$ cat config.mk
export PLATFORM = sky130hd
export DESIGN_NAME = operand_sequencer
export DESIGN_NICKNAME = d
export VERILOG_FILES = /design/src/rtl/somasub_pkg.sv /design/src/rtl/button_debounce.sv /design/src/rtl/operand_sequencer.sv
export SDC_FILE = /design/constraint.sdc
export NUM_CORES = 1
export LEC_CHECK = 0
export BUFFER_PORTS_ARGS = -buffer_cell sky130_fd_sc_hd__buf_2
export CORE_ASPECT_RATIO = 0.6
export CORE_MARGIN = 1
export CORE_UTILIZATION = 58
export DETAILED_ROUTE_END_ITERATION = 6
export HOLD_SLACK_MARGIN = 0.15
export PLACE_DENSITY_LB_ADDON = 0.2
export SETUP_SLACK_MARGIN = 0.4
export SYNTH_ARGS = -nofsm -noshare
export SYNTH_HDL_FRONTEND = slang
export SYNTH_SLANG_ARGS = --single-unit
$ cat constraint.sdc
create_clock -name clk -period 1.8 [get_ports clk]
set_clock_uncertainty 0.15 [all_clocks]
set_input_delay 0 -clock clk [delete_from_list [all_inputs] [get_ports clk]]
set_output_delay 0 -clock clk [all_outputs]
set_load 0.01 [all_outputs]
$ cat src/rtl/somasub_pkg.sv
// somasub_pkg: types and constants shared by the add/subtract front end.
//   OP_W             operand width fed to the adder
//   DEBOUNCE_DEFAULT stable-cycle count for a real board clock
//   stage_e          operand-entry FSM states, encoding also drives the LEDs
package somasub_pkg;
  localparam int OP_W             = 4;
  localparam int DEBOUNCE_DEFAULT = 50000;

  typedef enum logic [1:0] {
    S_A    = 2'b00,
    S_B    = 2'b01,
    S_SHOW = 2'b10
  } stage_e;
endpackage

$ cat src/rtl/button_debounce.sv
// button_debounce: raw active-low push button -> single-cycle press pulse.
//   clk, rst_n  clock, synchronous active-low reset
//   key_n       raw button level (active-low, bouncing, async to clk)
//   press       one-cycle pulse the cycle after the debounced level rises
module button_debounce #(
  parameter int DEBOUNCE_CYCLES = 50000
) (
  input  logic clk,
  input  logic rst_n,
  input  logic key_n,
  output logic press
);
  localparam int CW = (DEBOUNCE_CYCLES > 2) ? $clog2(DEBOUNCE_CYCLES) : 1;
  localparam logic [CW-1:0] CNT_MAX = CW'(DEBOUNCE_CYCLES - 1);

  // synchronizer kept in raw polarity so reset parks it at "released"
  logic [1:0]    sync_n;
  logic          lvl_sync;
  logic          level;
  logic          level_q;
  logic [CW-1:0] cnt;

  assign lvl_sync = ~sync_n[1];

  always_ff @(posedge clk) begin
    if (!rst_n) begin
      sync_n  <= 2'b11;
      level   <= 1'b0;
      level_q <= 1'b0;
      cnt     <= '0;
      press   <= 1'b0;
    end else begin
      sync_n  <= {sync_n[0], key_n};
      level_q <= level;
      press   <= level & ~level_q;
      // any agreement restarts the count, so short glitches never accumulate
      if (lvl_sync == level) begin
        cnt <= '0;
      end else if (cnt == CNT_MAX) begin
        level <= lvl_sync;
        cnt   <= '0;
      end else begin
        cnt <= cnt + 1'b1;
      end
    end
  end
endmodule

$ cat src/rtl/operand_sequencer.sv
// operand_sequencer: enters two operands and the add/sub select from the
// slide switches, one ENTER press per step, for the 4-bit adder/subtractor.
//   clk, rst_n          clock, synchronous active-low reset
//   sw, sw_op           operand switches / 0=add 1=sub (async)
//   key_enter_n         ENTER button, raw active-low
//   key_clr_n           CLEAR button, raw active-low
//   n1, n2, tr0         registered adder operands and subtract select
//   valid               n1/n2/tr0 form a complete confirmed operation
//   stage               current FSM state for the LEDs
module operand_sequencer
  import somasub_pkg::*;
#(
  parameter int DEBOUNCE_CYCLES = DEBOUNCE_DEFAULT
) (
  input  logic            clk,
  input  logic            rst_n,
  input  logic [OP_W-1:0] sw,
  input  logic            sw_op,
  input  logic            key_enter_n,
  input  logic            key_clr_n,
  output logic [OP_W-1:0] n1,
  output logic [OP_W-1:0] n2,
  output logic            tr0,
  output logic            valid,
  output logic [1:0]      stage
);
  localparam int NBTN = 2;

  logic [NBTN-1:0] keys_n;
  logic [NBTN-1:0] press;
  logic            ent;
  logic            clr;

  // index 0 = ENTER, 1 = CLEAR
  assign keys_n = {key_clr_n, key_enter_n};
  assign ent    = press[0];
  assign clr    = press[1];

  for (genvar i = 0; i < NBTN; i++) begin : g_btn
    button_debounce #(.DEBOUNCE_CYCLES(DEBOUNCE_CYCLES)) u_btn (
      .clk   (clk),
      .rst_n (rst_n),
      .key_n (keys_n[i]),
      .press (press[i])
    );
  end

  // switches carry the op bit on top so one synchronizer handles both
  logic [OP_W:0] sw_s1;
  logic [OP_W:0] sw_s2;

  stage_e          state, state_d;
  logic [OP_W-1:0] n1_d, n2_d;
  logic            tr0_d, valid_d;

  always_ff @(posedge clk) begin
    if (!rst_n) begin
      sw_s1 <= '0;
      sw_s2 <= '0;
      state <= S_A;
      n1    <= '0;
      n2    <= '0;
      tr0   <= 1'b0;
      valid <= 1'b0;
    end else begin
      sw_s1 <= {sw_op, sw};
      sw_s2 <= sw_s1;
      state <= state_d;
      n1    <= n1_d;
      n2    <= n2_d;
      tr0   <= tr0_d;
      valid <= valid_d;
    end
  end

  always_comb begin
    state_d = state;
    n1_d    = n1;
    n2_d    = n2;
    tr0_d   = tr0;
    valid_d = valid;
    if (clr) begin
      // clear has priority; a coincident enter is dropped
      state_d = S_A;
      n1_d    = '0;
      n2_d    = '0;
      tr0_d   = 1'b0;
      valid_d = 1'b0;
    end else begin
      case (state)
        S_A: if (ent) begin
          n1_d    = sw_s2[OP_W-1:0];
          state_d = S_B;
        end
        S_B: if (ent) begin
          n2_d    = sw_s2[OP_W-1:0];
          tr0_d   = sw_s2[OP_W];
          valid_d = 1'b1;
          state_d = S_SHOW;
        end
        S_SHOW: if (ent) begin
          valid_d = 1'b0;
          state_d = S_A;
        end
        default: begin
          // unreachable encoding: recover as a clear
          state_d = S_A;
          n1_d    = '0;
          n2_d    = '0;
          tr0_d   = 1'b0;
          valid_d = 1'b0;
        end
      endcase
    end
  end

  assign stage = state;
endmodule

==> summary by stage <==
Run status
The flow ran to the end, and the final reports show no timing, DRC or antenna violations.

Route
The number of vias per cell after detailed routing is 5.71. The sum of met3 wire segment lengths after detailed routing is 677 microns. For this run, the detailed router's first-pass iteration total came to 4.

The detailed router used layers up to and including met4. The number of DRC violations after detailed routing is 0. The met2 wire length is 3920 microns. After the first detailed-routing iteration, the DRC count stood at 136. The count of vias placed by the detailed router is 2328. The total routed wirelength is 8130 microns. The met1 wire length is 3290 microns. The routed wirelength normalized by instance count is 19.9 microns. The number of nets with antenna violations after detailed routing is 0.

Critical path
STA puts the critical path data required time at 1.88 ns. Grouping stages by cell kind, the critical path spends the most delay in simple AND/OR/NAND/NOR gates. Tracing the worst setup path back leads to its startpoint at g_btn[0].u_btn.cnt[6]. The cell with the largest stage delay on the worst path is dfxtp_1. The worst setup path is launched from a register.

Traced cell by cell, the critical path runs through nor4b_4 -> nand4_1 -> buf_4 -> nand3_4 -> nor2_1. At the worst endpoint, the arrival time is 1.70 ns. The capturing element type of the critical path is a register. The biggest cell delay along the critical path is 0.44 ns. The highest fanout seen on the critical path is 8. The origin of the critical flop-to-flop path is g_btn[0].u_btn.cnt[6]. The critical path class is register to register. The number of buffers and inverters on the critical path is 1.

Layout
The library cell used most frequently in the layout, excluding fill and tap cells, is dfxtp_1. Leaving out fill and tap cells, the most frequent cells in the layout are dfxtp_1, buf_4, nor2_1, dlygate4sd3_1, buf_2. The final instance area is 0.00380 sq mm.

The post-synthesis to final-layout area growth is 48.7%. The final net count is 359. In the final layout, the share of cells above drive strength 1 is 0.417. The number of diodes is 0.

Power
The total power per unit cell area is 823 mW/mm^2. The completed layout was analyzed and its total power is 3.13 mW. The static power due to leakage is 1.45 nW. VDD sags by at most 0.000656 V.

Flow run
Max-cap violations in this run came to 0.

Timing
The transition at the pin with the smallest max-transition slack is 0.578 ns. The hold violation total from the final report was 0. The headroom to the max-slew limit is 0.614. In the finished design, the share of the clock period the worst path needs comes to 0.898. The top achievable clock speed is 0.618 GHz. Setup repair after global routing could not meet its margin everywhere. Setup violations remaining at the end of the flow were counted as 0. The minimum period implied by the final worst setup slack is 1.62 ns. The setup TNS is 0 ns. The number of max-slew violations in the final report is 0.

Floorplan
The placeable core area is 0.00417 sq mm. The starting utilization of the core area is 0.614. The die covers 0.00469 sq mm. Row generation in the floorplan step produced 18 rows. In this run the vertical extent of the chip is 53.4 microns.

In this run the count of I/O pins placed on the die edge is 21. The floorplan die width is 87.7 microns.

Synthesis
The synthesized netlist contains 36 unique library cells. Synthesis produced a netlist with a net count of 283. The number of storage elements in the synthesis netlist is 64. The mapped cell area is 0.00256 sq mm. Ranked by total cell area, the synthesized netlist is headed by dfxtp_1, xnor2_1, nor2_1, xor2_1, and2_1. Of the post-synthesis cell area, the dominant cell type holds 0.501.

The portion of the post-synthesis area used by sequential elements is 0.501. The per-instance average area after synthesis is 9.58 sq um. The synthesized instance count is 267. The total number of yosys warnings is 0.

The cell taking the most area after synthesis is dfxtp_1.

Placed design
The placed instances occupy a cell area of 0.00280 sq mm. The placer congestion estimate is 0.802. Detailed placement finished with a half-perimeter wire length of 3070 microns. The count of buffers added on input and output ports is 20.

CTS
The buffer levels on the longest clock path is 2. The total of hold buffers inserted after clock tree synthesis is 23. TritonCTS built the clock tree. The number of sinks on the clock net is 64. The maximum level of the CTS H-tree is 3.

The clock slew at the register clock pins of the worst setup and hold paths is 0.08 ns. The library cell used as clock root buffer is clkbuf_8. The number of buffers created by CTS is 9.

The clock network latency to the later pin of the worst-skew pair is 0.35 ns.

Global route
The global-route usage over all layers is 0.303. Global routing finished with a remaining overflow of 0. The number of antenna violations at the first check in global routing is 0. Entering global routing, the biggest net connects 26 pins.

The first global-routing pass estimated 10200 microns of wire. The via count of the first global-routing pass came to 2075.

Min path
The tightest min-delay check is of the primary input to register type. The worst hold path begins at rst_n.
[layer usage]
| metal | vias to the layer above | GRT usage |
|---|---|---|
| li1 | 1065 | - |
| met1 | 1126 | 0.380 |
| met2 | 106 | 0.501 |
| met3 | 31 | 0.0764 |
| met4 | 0 | 0.120 |
| met5 | - | 0 |
[final timing paths]
path | to | slack, ns | cells after the start
setup reg to reg | g_btn[0].u_btn.cnt[3] | 0.18 | 5
hold reg to reg | g_btn[1].u_btn.press | 0.25 | 1
setup / recovery | g_btn[0].u_btn.cnt[3] | 0.18 | 5
hold / removal | g_btn[1].u_btn.level | 0.05 | 2
[flip-flops by register name (all words and copies together), names as in the netlist]
signal	count
g_btn.u_btn.cnt	32
sw_s1	5
sw_s2	5
g_btn.u_btn.sync_n	4
n1	4
n2	4
g_btn.u_btn.level	2
g_btn.u_btn.level_q	2
g_btn.u_btn.press	2
stage	2
tr0	1
valid	1
[stage by stage]
step | hold slack [ns] | worst slack, ns | utilization | cells
final | 0.0469 | 0.183 | 0.913 | 408
after global routing | 0.0535 | 0.131 | 0.913 | 408
after CTS | 0.00974 | 0.343 | 0.858 | 398
after detailed placement | 0.0366 | 0.187 | 0.672 | 343
after global placement | 0.0299 | 0.176 | 0.672 | 343
after floorplan | -0.0485 | 0.400 | - | 267
[report_power, final]
part,internal (mW),total (mW),switching [mW]
clock network,0.653,1.28,0.625
registers,1.43,1.45,0.0235
logic,0.189,0.398,0.209
total,2.27,3.13,0.857
[cell families (layout without fill, tap and decap cells)]
kind of cell    Yosys count  in the layout  synth area share
simple gates            132            134             0.287
flops                    64             64             0.501
xor+xnor                 30             30             0.103
compound gates           16             16            0.0362
buf+inv                  15             94            0.0269
fa+ha+maj                 7              7            0.0342
mux                       3              3            0.0117
[synth_stat cells]
library cell,count
and2_1,14
nand4b_1,1
o21ai_0,3
buf_2,1
xor2_1,11
nor2_1,35
a21boi_0,1
nor4_1,9
nor2_2,6
nand4_4,1
nor3b_1,2
and4b_1,2
ha_1,7
and4_2,1
and4_1,2
clkbuf_1,3
nand3_1,10
mux2i_1,3
or2_0,1
a21o_1,1
nand2_1,15
and3_1,3
inv_1,9
nand3_2,1
buf_6,1
buf_4,1
nand4_2,1
nand2b_1,5
nor3_1,4
xnor2_1,19
a22oi_1,3
a21oi_1,8
nor4b_1,2
nor2b_1,3
dfxtp_1,64
nand4_1,14
[layout make-up]
cell class,instances,area (sq um)
multi-input cells,190,1620
flip-flops and latches,64,1340
repair buffers,69,533
fillers,151,364
clock buffers,9,124
clock inverters,7,77.6
well taps,60,75.1
inverters,9,41.3
[timing repair]
item / in CTS / in global routing
pin swaps: 32 / 30
endpoints found under the hold margin: 50 / 28
setup endpoints to repair: 42 / 43
buffers inserted: 14 / 10
gates resized for setup: 49 / 41
gates cloned: 2 / 0
Note: power is estimated with default switching activity, not from simulation.
